==> src/rtl/iob_master.sv <==
// I/O bus master: runs one 68000-style asynchronous (or 6800-style VPA) bus cycle
// per slave request, generates the E clock and enforces a bus-error timeout.
module iob_master #(
    parameter int E_DIV      = 10,
    parameter int TO_CYCLES  = 255,
    parameter int REC_CYCLES = 2
) (
    input  logic CLK,
    input  logic nRES,
    input  logic IOREQ,
    input  logic IORW0,
    input  logic IOL0,
    input  logic IOU0,
    output logic IOACT,
    output logic IOBERR,
    output logic nAS_IOB,
    output logic nLDS_IOB,
    output logic nUDS_IOB,
    output logic RnW_IOB,
    output logic nVMA,
    output logic E,
    output logic nDoutOE,
    output logic DinLE,
    input  logic nDTACK_IOB,
    input  logic nVPA_IOB,
    input  logic nBERR_IOB
);
    localparam int EW = $clog2(E_DIV);
    localparam int TW = $clog2(TO_CYCLES + 1);
    localparam int RW = $clog2(REC_CYCLES + 1);

    typedef enum logic [3:0] {IDLE, S0, S1, S2, S3, VWAIT, VSYNC, TERM, REC} state_t;

    state_t        r_state, w_next;
    logic          r_ioreq_s1, r_ioreq_s2;
    logic          r_dtack_s, r_vpa_s, r_berr_s;
    logic [EW-1:0] r_ecnt;
    logic [TW-1:0] r_to;
    logic [RW-1:0] r_rec;
    logic          r_armed, r_rw, r_l, r_u, r_berr;
    logic          w_start, w_set_berr, w_timeout;
    logic          w_as_on, w_rd_strb, w_wr_strb;

    assign w_timeout = (r_to == TW'(TO_CYCLES - 1));
    assign E         = (r_ecnt >= EW'(E_DIV - 4));
    assign IOBERR    = r_berr;

    always_ff @(posedge CLK or negedge nRES) begin
        if (!nRES) begin
            r_ioreq_s1 <= 1'b0;
            r_ioreq_s2 <= 1'b0;
            r_dtack_s  <= 1'b1;
            r_vpa_s    <= 1'b1;
            r_berr_s   <= 1'b1;
            r_ecnt     <= '0;
        end else begin
            r_ioreq_s1 <= IOREQ;
            r_ioreq_s2 <= r_ioreq_s1;
            r_dtack_s  <= nDTACK_IOB;
            r_vpa_s    <= nVPA_IOB;
            r_berr_s   <= nBERR_IOB;
            r_ecnt     <= (r_ecnt == EW'(E_DIV - 1)) ? '0 : r_ecnt + EW'(1);
        end
    end

    always_ff @(posedge CLK or negedge nRES) begin
        if (!nRES) r_state <= IDLE;
        else       r_state <= w_next;
    end

    // Armed requires IOREQ to be seen low before each cycle, so a slow-dropping
    // request is never serviced twice.
    always_ff @(posedge CLK or negedge nRES) begin
        if (!nRES) begin
            r_armed <= 1'b0;
            r_rw    <= 1'b1;
            r_l     <= 1'b0;
            r_u     <= 1'b0;
            r_berr  <= 1'b0;
            r_to    <= '0;
            r_rec   <= '0;
        end else begin
            if (r_state == IDLE && !r_ioreq_s2) r_armed <= 1'b1;
            else if (w_start)                   r_armed <= 1'b0;
            if (w_start) begin
                r_rw   <= IORW0;
                r_l    <= IOL0;
                r_u    <= IOU0;
                r_berr <= 1'b0;
            end else if (w_set_berr) begin
                r_berr <= 1'b1;
            end
            if (r_state == S0)  r_to <= '0;
            else if (w_as_on)   r_to <= r_to + TW'(1);
            if (r_state == TERM)     r_rec <= '0;
            else if (r_state == REC) r_rec <= r_rec + RW'(1);
        end
    end

    always_comb begin
        w_next     = r_state;
        w_start    = 1'b0;
        w_set_berr = 1'b0;
        case (r_state)
            IDLE:  if (r_ioreq_s2 && r_armed) begin
                       w_next  = S0;
                       w_start = 1'b1;
                   end
            S0:    w_next = S1;
            S1:    w_next = S2;
            S2:    w_next = S3;
            S3:    if (!r_berr_s || w_timeout) begin
                       w_next     = TERM;
                       w_set_berr = 1'b1;
                   end else if (!r_dtack_s) begin
                       w_next = TERM;
                   end else if (!r_vpa_s) begin
                       w_next = VWAIT;
                   end
            VWAIT: if (w_timeout) begin
                       w_next     = TERM;
                       w_set_berr = 1'b1;
                   end else if (r_ecnt == EW'(2)) begin
                       w_next = VSYNC;
                   end
            VSYNC: if (w_timeout) begin
                       w_next     = TERM;
                       w_set_berr = 1'b1;
                   end else if (r_ecnt == EW'(E_DIV - 1)) begin
                       w_next = TERM;
                   end
            TERM:  w_next = REC;
            REC:   if (r_rec == RW'(REC_CYCLES - 1)) w_next = IDLE;
            default: w_next = IDLE;
        endcase
    end

    // Outputs decode from state so an async reset negates every strobe at once.
    always_comb begin
        w_as_on   = (r_state == S1) || (r_state == S2) || (r_state == S3) ||
                    (r_state == VWAIT) || (r_state == VSYNC);
        w_rd_strb = r_rw && w_as_on;
        w_wr_strb = !r_rw && ((r_state == S3) || (r_state == VWAIT) || (r_state == VSYNC));
        nAS_IOB   = !w_as_on;
        nLDS_IOB  = !(r_l && (w_rd_strb || w_wr_strb));
        nUDS_IOB  = !(r_u && (w_rd_strb || w_wr_strb));
        nVMA      = (r_state != VSYNC);
        nDoutOE   = !(!r_rw && (r_state == S2 || r_state == S3 || r_state == VWAIT ||
                                r_state == VSYNC || r_state == TERM));
        RnW_IOB   = (r_state == IDLE || r_state == REC) ? 1'b1 : r_rw;
        DinLE     = (r_state == TERM) && r_rw;
        IOACT     = (r_state != IDLE);
    end
endmodule

==> config.mk <==
export PLATFORM = sky130hd
export DESIGN_NAME = iob_master
export DESIGN_NICKNAME = d
export VERILOG_FILES = /design/src/rtl/iob_master.sv
export SDC_FILE = /design/constraint.sdc
export NUM_CORES = 1
export LEC_CHECK = 0
export ABC_AREA = 1
export BUFFER_PORTS_ARGS = -buffer_cell sky130_fd_sc_hd__buf_2
export CORE_ASPECT_RATIO = 0.5
export CORE_MARGIN = 1.5
export CORE_UTILIZATION = 51
export CTS_CLUSTER_SIZE = 30
export DETAILED_ROUTE_END_ITERATION = 12
export HOLD_SLACK_MARGIN = 0.08
export MAX_ROUTING_LAYER = met4
export PLACE_DENSITY = 0.85
export SLEW_MARGIN = 40
export SYNTH_ARGS = -nofsm -noshare
export SYNTH_HDL_FRONTEND = slang
export SYNTH_SLANG_ARGS = --single-unit
==> constraint.sdc <==
create_clock -name CLK -period 1.2 [get_ports CLK]
set_input_delay 0.18 -clock CLK [delete_from_list [all_inputs] [get_ports CLK]]
set_output_delay 0.18 -clock CLK [all_outputs]
set_load 0.05 [all_outputs]
**Yosys cells after proc, flatten, opt, wreduce, memory -nomap -nowiden**

Index checks and enable logic that the tools add are counted.

- Magnitude comparators: 1
- Reduce and logical (&&, ||, !) cells: 36
- $add $sub $neg: 3
- Mux-type cells: 25
- Eq/ne operators: 18

Operator list:

| kind | count |
|---|---|
| 4-bit 2-to-1 mux | 10 |
| 4-bit one-hot mux with 9 select lines | 1 |
| 4-bit by 3-bit equality test with 1-bit output (second input constant) | 4 |
| 8-bit 2-to-1 mux | 2 |
| 1-bit logical OR | 13 |
| 4-bit by 2-bit equality test with 1-bit output (second input constant) | 3 |
| 1-bit 2-to-1 mux | 9 |
| 8-bit by 1-bit adder with 8-bit output (second input constant) | 1 |
| 4-bit equality test (second input constant) | 2 |
| 8-bit equality test (second input constant) | 1 |
| 1-bit logical AND | 8 |
| 2-bit nonzero test | 4 |
| 1-bit logical NOT | 7 |
| 3-bit != test (second input constant) | 2 |
| 5-bit AND reduction | 1 |
| 4-bit by 1-bit adder with 4-bit output (second input constant) | 1 |
| 4-bit by 1-bit equality test with 1-bit output (second input constant) | 1 |
| 4-bit by 3-bit >= comparator with 1-bit output (second input constant) | 1 |
| 4-bit logical NOT | 1 |
| 2-bit 2-to-1 mux | 2 |
| 2-bit by 1-bit != test with 1-bit output (second input constant) | 2 |
| 4-bit by 3-bit != test with 1-bit output (second input constant) | 1 |
| 4-bit != test (second input constant) | 1 |
| 4-bit nonzero test | 1 |
| 4 further kinds | 4 |

- Output and inout port bits: 10
- Bits in registers: 28

**Depth between registers and ports, before layout**

Gate-level depths: netlist (run 1).

- Word-level depth: 9
- Gate-level depth with buffers: 10

**Least setup slack after synthesis (run 1)**

No wires, ideal clock.

- Path kind: flip-flop to output port
- Start point: reg r_state[3]
- End point: out nDoutOE
- Buffers on the path: 0
- Cell stages (with the launch flop): 7
- Arrival: 1,883 ps
- Path slack: -863 ps
- Cell sequence: dfrtp_1 -> inv_1 -> nand2_1 -> nor2_1 -> inv_1 -> nand2_1 -> o21ai_0

- Cells in the longest elaborated chain, start to end: 7

RTL lines:

| element | RTL line | source |
|---|---|---|
| start: declaration | 34 | `state_t r_state, w_next;` |
| start signal: assignment | 68 | `else r_state <= w_next;` |
| 4-bit by 2-bit equality test with 1-bit output / 4-bit by 3-bit equality test with 1-bit output (equally long branches) | 148 | `nDoutOE = !(!r_rw && (r_state == S2 \|\| r_state == S3 \|\| r_state == VWAIT \|\|` |
| 1-bit logical OR (3 in a row) | 148 |  |
| 1-bit logical OR * | 149 | `r_state == VSYNC \|\| r_state == TERM));` |
| 1-bit logical AND * | 148 |  |
| 1-bit logical NOT * | 148 |  |
| end: declaration | 22 | `output logic nDoutOE,` |

Mark *: on every way between the ends. The rest lies on a longest branch, timed or not.

**Worst setup path in the final report (run 1)**

- Start point: reg r_state[3]
- End point: out nLDS_IOB

- Cells in the longest elaborated chain, start to end: 9

RTL lines:

| element | RTL line | source |
|---|---|---|
| 4-bit by 2-bit equality test with 1-bit output | 140 | `w_as_on = (r_state == S1) \|\| (r_state == S2) \|\| (r_state == S3) \|\|` |
| 1-bit logical OR (3 in a row) | 140 |  |
| 1-bit logical OR | 141 | `(r_state == VWAIT) \|\| (r_state == VSYNC);` |
| 1-bit logical AND | 142 | `w_rd_strb = r_rw && w_as_on;` |
| 1-bit logical OR * | 145 | `nLDS_IOB = !(r_l && (w_rd_strb \|\| w_wr_strb));` |
| 1-bit logical AND * | 145 |  |
| 1-bit logical NOT * | 145 |  |
| end: declaration | 17 | `output logic nLDS_IOB,` |

Marks and branches as above.

==> flow_summary.toml, run 1 <==
[run_status]
status = "finished, violations left"
violations = "negative setup slack"

[sta]
tightest_slew_ps = 369.0
drv_slew = 0
skew_ps = 7.133
timing.final.ws_setup_ps = -600.3
holdWs_ps = 104.3
rsz0062_at_grt = "true"
maxSlewHeadroom_pct = 75.40
final_hold_viol_count = 0
finalCritPeriodShare_pct = 150.0
fmax_ghz = 0.5555
finalSetupViolCount = 28
finalCriticalPeriod_ps = 1800

[global_routing]
antenna_found_initial = 0
grt_pass1_wl_microns = 7672
globalRouteOverflowTotal = 0
gr-usage-all-layers_pct = 34.56
grt_max_degree = 29
first_global_vias = 1607

[critical_path]
cp_max_fo = 4
startpoint_type = "flip-flop"
cp_num_buf_inv = 3
slowest_delay_ps = 480
crit_required_ps = 1020
crit_path_end_kind = "output pin"
crit_arrival_ps = 1620
crit_chain = "inv_2 -> nand2_4 -> nor2_4 -> inv_2 -> o21ai_4 -> nand2_4 -> buf_8"
criticalPathCategory = "flip-flop to output pin"
critPathSlowestCell = "dfrtp_2"
cpLargestDelayFamily = "flip-flops"

[synth]
yosys.area.top_type_share_pct = 40.64
yosysWarnings = 0
syn-num-nets = 201
synth_area_leaders = "dfrtp_1 41%, nand2_1 11%, inv_1 7.9%"
syn_avg_cell_area_sq_um = 7.818
syn_area_sq_um = 1478
synth_cell_types = 22
ys_seq_area_share_pct = 47.76
ys_seq_elements = 28
netlist_instances = 189
synth_top_area_cell = "dfrtp_1"

[route]
routedWlPerCell_microns = 20.57
route.detailed.drc = 0
detail-route-antenna-nets = 0
routed_wl_microns = 5986
wl_met3_microns = 610
top_layer_used = "met4"
num_vias = 1800
dr_wl_met2_microns = 2687
via_per_inst = 6.186
first_pass_iters = 6
drt_iter0_drc = 225
wl_met1_microns = 2230

[clock_network]
cts-buffers-inserted = 3
cts_max_path_buffers = 2
htreeDepth = 1
path_clk_slew_ps = 100
clkSinkCount = 28
cts_tree = "yes"
cts_root_buf = "clkbuf_8"
clkLatencyLatePin_ps = 290

[hold_path]
hold_class = "input pin to flip-flop"

[placed_design]
place_ws_ps = -232.6
dpl.hpwl_microns = 2658
place.gp.congestion = 0.8108
io_buffers = 18
dp.cells = 271

[floorplanning]
die_area_sq_um = 3249
ios = 19
start_util_pct = 55.39
num_rows = 13
core_area_sq_um = 2668
fp.dieH_microns = 41.06
fp.dieW_microns = 79.13

[layout]
antenna_cells = 0
area_growth_syn_to_layout_pct = 55.97
drive_above_1_share_pct = 48.03
finalNetCount = 267
finalNonFillerCells = 291

[power_and_ir_drop]
total_power_w = 0.006941
p_leak_nw = 1.153
ir_worst_vdd_uv = 1529
powerDensity_nw_per_um2 = 3012

[job]
maxCapViolCount = 0
==> layout by cell type, fill, tap and decap left out <==
cell,synthesis,routed
clkbuf_8,0,3
nor3_2,0,1
dfstp_2,4,4
nand2_1,45,38
buf_4,0,31
bufinv_16,0,1
ha_1,3,3
nand4_1,4,4
buf_12,0,1
buf_6,0,11
o31ai_2,1,1
dlygate4sd3_1,0,5
nor2_2,4,4
dfrtp_1,24,21
buf_8,0,4
dfrtp_2,0,3
a21oi_2,0,1
o21ai_1,4,5
inv_2,2,11
nand3_1,14,10
inv_4,1,3
o21ai_0,13,5
nand2_4,0,3
a21oi_1,9,8
inv_1,31,21
nand2_2,5,9
clkinv_2,2,1
o21ai_2,0,4
nand3_4,1,3
nor2_1,16,10
buf_2,0,9
o21ai_4,0,3
xor2_1,2,2
nand3_2,2,4
nor2_4,1,7
==> cells in the mapped netlist <==
library cell	number
dfrtp_1	24
nand3_4	1
inv_2	2
a21oi_1	9
nand3_2	2
nor2_1	16
dfstp_2	4
nand4_1	4
ha_1	3
xor2_1	2
o21ai_1	4
nor3_1	1
o21ai_0	13
o31ai_2	1
inv_1	31
nand2_1	45
nand2_2	5
inv_4	1
clkinv_2	2
nor2_4	1
nand3_1	14
nor2_2	4
==> worst paths after layout <==
check | startpoint | to | slack, ps | cells after the start
hold reg to reg | r_ioreq_s1 | r_ioreq_s2 | 410 | 0
min in group asynchronous | nRES | r_to[1] | 450 | 3
setup / recovery | r_state[3] | nLDS_IOB | -600 | 7
setup reg to reg | r_state[0] | r_state[1] | -470 | 11
hold / removal | IORW0 | r_rw | 100 | 3
max in group asynchronous | nRES | r_rw | 440 | 3
==> cell type report <==
class	instances	area, sq um
clock buffers	3	41.29
clock inverters	1	30.03
fillers	115	362.8
inverters	36	143.9
multi-input cells	125	802.0
flip-flops and latches	28	709.4
well taps	37	46.29
repair buffers	61	531.8
==> metrics by stage <==
stage	area (sq um)	TNS (ps)	utilization (%)
floorplan	1562	-654.4	-
detailed placement	1913	-3603	71.72
global placement	1913	-2404	71.72
global route	2305	-10550	86.40
CTS	2201	-6033	82.50
finish	2305	-9993	86.40
==> state kept, by name, indices dropped and copies added (netlist names), 2 cells and up <==
signal,count
r_state,4
r_ecnt,4
r_rec,2
r_to,8
==> worst reg2reg max path: stages, from the launching register on <==
cell     delay (ps)
dfrtp_1         460
buf_6           160
nor2_4          160
buf_6           120
buf_6           100
nand4_1         140
nand2_1         110
inv_1            50
nand2_1          70
nor2_2           40
nand2_1          90
nand2_2          50
==> kinds of logic after synthesis <==
group                    Yosys count  share of synthesized area [%]
AO/OA/AOI/OAI                     27                          9.652
buffers and inverters             36                          9.484
AND/OR/NAND/NOR                   93                          29.38
XOR/XNOR                           2                          1.186
flip-flops                        28                          47.76
adder cells (fa/ha/maj)            3                          2.540
==> report_power, final <==
group	total (W)	internal, W	leakage [nW]	switching [W]
sequential	0.00154	0.00123	0.341	0.000315
clock	0.000771	0.000448	0.0357	0.000323
combinational	0.00463	0.00189	0.776	0.00274
==> timing repair <==
| action | CTS | global route |
|---|---|---|
| gates resized for setup | 36 | 24 |
| hold buffers | 5 | 0 |
| endpoints found under the hold margin | 28 | 0 |
| pin swaps | 6 | 12 |
| setup endpoints to repair | 26 | 28 |
| setup buffers | 8 | 5 |
==> per-layer routing <==
layer,global-route usage [%],vias up
met5,-,-
met4,18.42,0
met3,8.444,74
met2,66.03,162
met1,35.51,842
li1,-,722
Note: power is estimated with default switching activity, not from simulation.
==> run 2: changes to the inputs <==
--- a/config.mk
+++ b/config.mk
@@ -15,6 +15,7 @@
 export HOLD_SLACK_MARGIN = 0.08
 export MAX_ROUTING_LAYER = met4
 export PLACE_DENSITY = 0.85
+export RECOVER_POWER = 100
 export SLEW_MARGIN = 40
 export SYNTH_ARGS = -nofsm -noshare
 export SYNTH_HDL_FRONTEND = slang
==> run 2 against run 1 <==
The flow still finishes with violations (negative setup slack). First-iteration DRC count up 1.8%. Core utilization down 0.23 points. Total power rose by 0.38%. Final cell count unchanged. Cell area is 0.27% lower. Fmax decreased by 0.39%. Clock skew decreased by 0.64 ps. Highest routed layer unchanged.
==> flow_summary.toml, run 2 (synthesis results as in run 1) <==
[layout]
area_growth_syn_to_layout_pct = 55.55
antenna_cells = 0
final_area_sq_um = 2298
finalNetCount = 267
layout_common_cells = "38 x nand2_1, 29 x buf_4, 21 x dfrtp_1, 21 x inv_1"
drive_above_1_share_pct = 47.64
largest_reg_flops = 8
fin_util_pct = 86.16
largest_registers = "r_to: 8 flops, r_ecnt: 4 flops, r_state: 4 flops"
nFillCells = 116
top_register = "r_to"
layout_commonest_cell = "nand2_1"

[critical_path]
critPathSlowestCell = "dfrtp_2"
timing.rr.end = "r_state[1]"
criticalPathCategory = "flip-flop to output pin"
reg2reg_setup_slack_ps = -490
crit_required_ps = 1020
crit_arrival_ps = 1630
startpoint = "r_state[3]"
crit_path_end_kind = "output pin"
cp-endpoint = "nLDS_IOB"
slowest_delay_ps = 490
reg2reg_depth = 10
crit_chain = "inv_2 -> nand2_4 -> nor2_4 -> inv_2 -> o21ai_4 -> nand2_4 -> buf_8"
cp_max_fo = 4
startpoint_type = "flip-flop"
r2r-start = "r_state[0]"

[floorplanning]
start_util_pct = 55.39
core_area_sq_um = 2668
fp.dieH_microns = 41.06
die_area_sq_um = 3249
ios = 19
num_rows = 13
fp.dieW_microns = 79.13

[sta]
drv_slew = 0
tightest_slew_ps = 716.9
fmax_ghz = 0.5533
final_hold_viol_count = 0
maxSlewHeadroom_pct = 52.20
rsz0062_at_grt = "true"
timing.final.ws_setup_ps = -607.3
finalCritPeriodShare_pct = 150.6
finalCriticalPeriod_ps = 1807
skew_ps = 6.497
holdWs_ps = 105.4
finalSetupViolCount = 29

[route]
detail-route-antenna-nets = 0
num_vias = 1798
route.detailed.drc = 0
via_per_inst = 6.179
drt_iter0_drc = 229
first_pass_iters = 6
routed_wl_microns = 6023
routedWlPerCell_microns = 20.70

[power_and_ir_drop]
powerDensity_nw_per_um2 = 3031
ir_worst_vdd_uv = 1543
total_power_w = 0.006968
p_leak_nw = 1.148

[global_routing]
first_global_vias = 1607
gr-usage-all-layers_pct = 34.56
antenna_found_initial = 0
globalRouteOverflowTotal = 0
grt_max_degree = 29
grt_pass1_wl_microns = 7672

[placed_design]
dpl_cell_area_sq_um = 1913
io_buffers = 18
dpl.hpwl_microns = 2658
place.gp.congestion = 0.8108
place_ws_ps = -232.6

[hold_path]
hold_class = "input pin to flip-flop"

[clock_network]
cts_max_path_buffers = 2
cts-buffers-inserted = 3
htreeDepth = 1
clkSinkCount = 28
clkLatencyLatePin_ps = 290
cts_tree = "yes"
path_clk_slew_ps = 100
cts_root_buf = "clkbuf_8"

[run_status]
violations = "negative setup slack"
status = "finished, violations left"

[job]
maxCapViolCount = 0
==> run 2: changes by cell type in the layout (fill, tap and decap cells not counted), sizes merged <==
cell / previous run / this run
buf: 56 / 54
clkbuf: 3 / 5
==> run 2: how the worst min path moves through the flow <==
stage	from	end	slack (ps)	depth (start not counted)
after detailed placement	nRES	r_ecnt[1]	210	2
after floorplan	nRES	IOBERR	-120	0
final	IORW0	r_rw	110	3
after CTS	IOL0	r_l	90	3
after global routing	IOL0	r_l	140	3
after global placement	nRES	r_ecnt[1]	190	2
==> run 2: what timing repair did <==
item,CTS,global route
buffers inserted,8,5
pin swaps,6,12
resized for setup,36,24
endpoints found under the hold margin,28,0
setup endpoints to repair,26,28
hold buffers,5,0
==> run 2: routing by layer <==
layer | vias up | track usage (%) | share of wire, %
met5 | - | - | 0
met4 | 0 | 18.42 | 8.7
met1 | 821 | 35.51 | 36
li1 | 722 | - | -
met3 | 85 | 8.444 | 11
met2 | 170 | 66.03 | 44
==> run 2: worst max-delay path: cells and delay by family (launching register included) <==
family,cells,cell delay [ps]
simple gates,3,300
flops,1,490
buf+inv,3,340
compound gates,1,210
==> run 2: where the power goes <==
| group | internal, W | leakage (nW) | switching, W |
|---|---|---|---|
| clock | 0.000448 | 0.0357 | 0.000323 |
| sequential | 0.00123 | 0.341 | 0.000320 |
| combinational | 0.00189 | 0.771 | 0.00276 |
| total | 0.00357 | 1.15 | 0.00340 |
==> run 2: final cells by class <==
class                   count  area, sq um  share of cell area (%)
multi-input cells         125        802.0                   34.89
flip-flops and latches     28        709.4                   30.87
repair buffers             61        525.5                   22.86
inverters                  36        143.9                   6.260
well taps                  37        46.29                   2.014
clock buffers               3        41.29                   1.796
clock inverters             1        30.03                   1.306
==> run 2: through the flow <==
step | setup TNS (ps) | cells
after floorplan | -654.4 | 189
after global placement | -2404 | 271
after detailed placement | -3603 | 271
after CTS | -6033 | 288
after global routing | -10680 | 291
final | -10090 | 291
==> run 3: changes to the inputs <==
--- a/config.mk
+++ b/config.mk
@@ -8,14 +8,14 @@
 export ABC_AREA = 1
 export BUFFER_PORTS_ARGS = -buffer_cell sky130_fd_sc_hd__buf_2
 export CORE_ASPECT_RATIO = 0.5
-export CORE_MARGIN = 1.5
+export CORE_MARGIN = 3
 export CORE_UTILIZATION = 51
 export CTS_CLUSTER_SIZE = 30
 export DETAILED_ROUTE_END_ITERATION = 12
 export HOLD_SLACK_MARGIN = 0.08
 export MAX_ROUTING_LAYER = met4
 export PLACE_DENSITY = 0.85
-export RECOVER_POWER = 100
+export RECOVER_POWER = 25
 export SLEW_MARGIN = 40
 export SYNTH_ARGS = -nofsm -noshare
 export SYNTH_HDL_FRONTEND = slang
==> run 3 against run 2 <==
The flow still finishes with violations (negative setup slack). Cell area rose by 4.7%. Via count rose by 2.9%. Routed wire length rose by 9.7%. Global-route usage rose by 0.095 points. Non-clock buffer count rose by 3. Worst hold slack improved by 37 ps. Combinational power rose by 7.5%. Core utilization rose by 3.5 points. Total power rose by 6.3%. Clock power rose by 1%. Setup slack improved by 2.6 ps. First-iteration DRC count rose by 13%.
==> flow_summary.toml, run 3 (synthesis results as in run 1) <==
[sta]
tns_ps = -10750
drv_slew = 0
rsz0062_at_grt = "true"
skew_ps = 3.067
final_hold_viol_count = 0
maxSlewHeadroom_pct = 48.15
finalCriticalPeriod_ps = 1805
tightest_slew_ps = 777.7
finalCritPeriodShare_pct = 150.4
timing.final.ws_setup_ps = -604.7
fmax_ghz = 0.5541
finalSetupViolCount = 28

[placed_design]
dp.cells = 271
io_buffers = 18
place.gp.congestion = 0.8429
dpl.hpwl_microns = 2752
dpl_cell_area_sq_um = 1926

[global_routing]
grt_max_degree = 19
grt_util_met1_pct = 41.37
use_met2_pct = 53.45
first_global_vias = 1784
antenna_found_initial = 0
top_usage_layer = "met2"
globalRouteOverflowTotal = 0
gr-usage-all-layers_pct = 34.65
grt_pass1_wl_microns = 8804
grt.met3_usage_pct = 9.553

[floorplanning]
fp.dieH_microns = 44.06
fp.dieW_microns = 82.13
ios = 19
die_area_sq_um = 3618
num_rows = 13
core_area_sq_um = 2684
start_util_pct = 55.06

[layout]
largest_reg_flops = 8
largest_registers = "r_to: 8 flops, r_ecnt: 4 flops, r_state: 4 flops"
layout_common_cells = "34 x nand2_1, 34 x buf_4, 21 x inv_1"
area_growth_syn_to_layout_pct = 62.91
top_register = "r_to"
final_area_sq_um = 2407
drive_above_1_share_pct = 52.92
finalNetCount = 270
antenna_cells = 0
finalNonFillerCells = 294

[clock_network]
cts_tree = "yes"
htreeDepth = 1
path_clk_slew_ps = 100
cts_max_path_buffers = 2
clkLatencyLatePin_ps = 290
cts_root_buf = "clkbuf_8"
clkSinkCount = 28
cts-buffers-inserted = 3

[route]
via_per_inst = 6.293
drt_iter0_drc = 258
route.detailed.drc = 0
routed_wl_microns = 6608
num_vias = 1850
detail-route-antenna-nets = 0
routedWlPerCell_microns = 22.48
first_pass_iters = 5

[power_and_ir_drop]
p_leak_nw = 1.191
powerDensity_nw_per_um2 = 3078
ir_worst_vdd_uv = 1716

[critical_path]
crit_chain = "nand2_4 -> buf_4 -> nor2_2 -> inv_2 -> nor2_4 -> buf_6"
criticalPathCategory = "flip-flop to output pin"
cpLargestDelayFamily = "flip-flops"
crit_required_ps = 1020
cp_max_fo = 4
critPathSlowestCell = "dfrtp_2"
startpoint_type = "flip-flop"
crit_arrival_ps = 1620
crit_path_end_kind = "output pin"
slowest_delay_ps = 490
cp_num_buf_inv = 3

[run_status]
status = "finished, violations left"
violations = "negative setup slack"

[hold_path]
hold_class = "input pin to flip-flop"

[job]
maxCapViolCount = 0
## run 3: worst reg2reg max path, delay by kind of cell (launching register included)
kind	cells	cell delay, ps
DFF	1	490
buffers and inverters	4	440
and+or+nand+nor	7	700
## run 3: path summary, 6_finish.rpt
kind	cells past startpoint	end	startpoint	slack (ps)
worst max-delay path	6	DinLE	r_state[1]	-600
min in group asynchronous	2	r_state[0]	nRES	470
worst min-delay path	3	r_rw	IORW0	140
worst max register to register	11	r_state[1]	r_state[0]	-540
worst min register to register	0	r_ioreq_s2	r_ioreq_s1	360
max in group asynchronous	3	r_vpa_s	nRES	90
## run 3: metal layers
layer	vias to the layer above	share of wire, %	routed length [microns]
met5	-	0	0
met4	0	8.3	550
met3	77	14	928
met2	217	42	2753
met1	822	36	2375
li1	734	-	-
## run 3: layout make-up
| class | count | area [sq um] |
|---|---|---|
| Fill cell | 99 | 276.5 |
| Sequential cell | 28 | 710.7 |
| Multi-Input combinational cell | 125 | 860.8 |
| Inverter | 36 | 151.4 |
| Tap cell | 37 | 46.29 |
| Clock buffer | 3 | 41.29 |
| Clock inverter | 1 | 30.03 |
| Timing Repair Buffer | 64 | 566.8 |
## run 3: report_power, final
| part | switching [W] | internal (W) | leakage [nW] |
|---|---|---|---|
| Sequential | 0.000402 | 0.00123 | 0.340 |
| Clock | 0.000332 | 0.000448 | 0.0357 |
| Combinational | 0.00297 | 0.00203 | 0.816 |
## run 3: stage by stage
stage          power [W]  hold WS, ps  setup WS (ps)  utilization (%)
2_1_floorplan   0.003556       -115.6         -112.6                -
6_report        0.007409        142.9         -604.7            89.70
3_5_place_dp    0.004850        83.38         -239.0            71.75
3_3_place_gp    0.004697        74.95         -185.5            71.75
4_1_cts         0.006466        86.82         -479.5            85.59
5_1_grt         0.007649        124.0         -625.9            89.70
## run 3: timing repair
action                                  CTS  global route
setup buffers                            11             4
hold endpoints to repair                 28             0
hold buffers                              5             0
gates cloned                              0             0
endpoints found under the setup margin   26            28
pin swaps                                14            11
gates resized for setup                  50            28
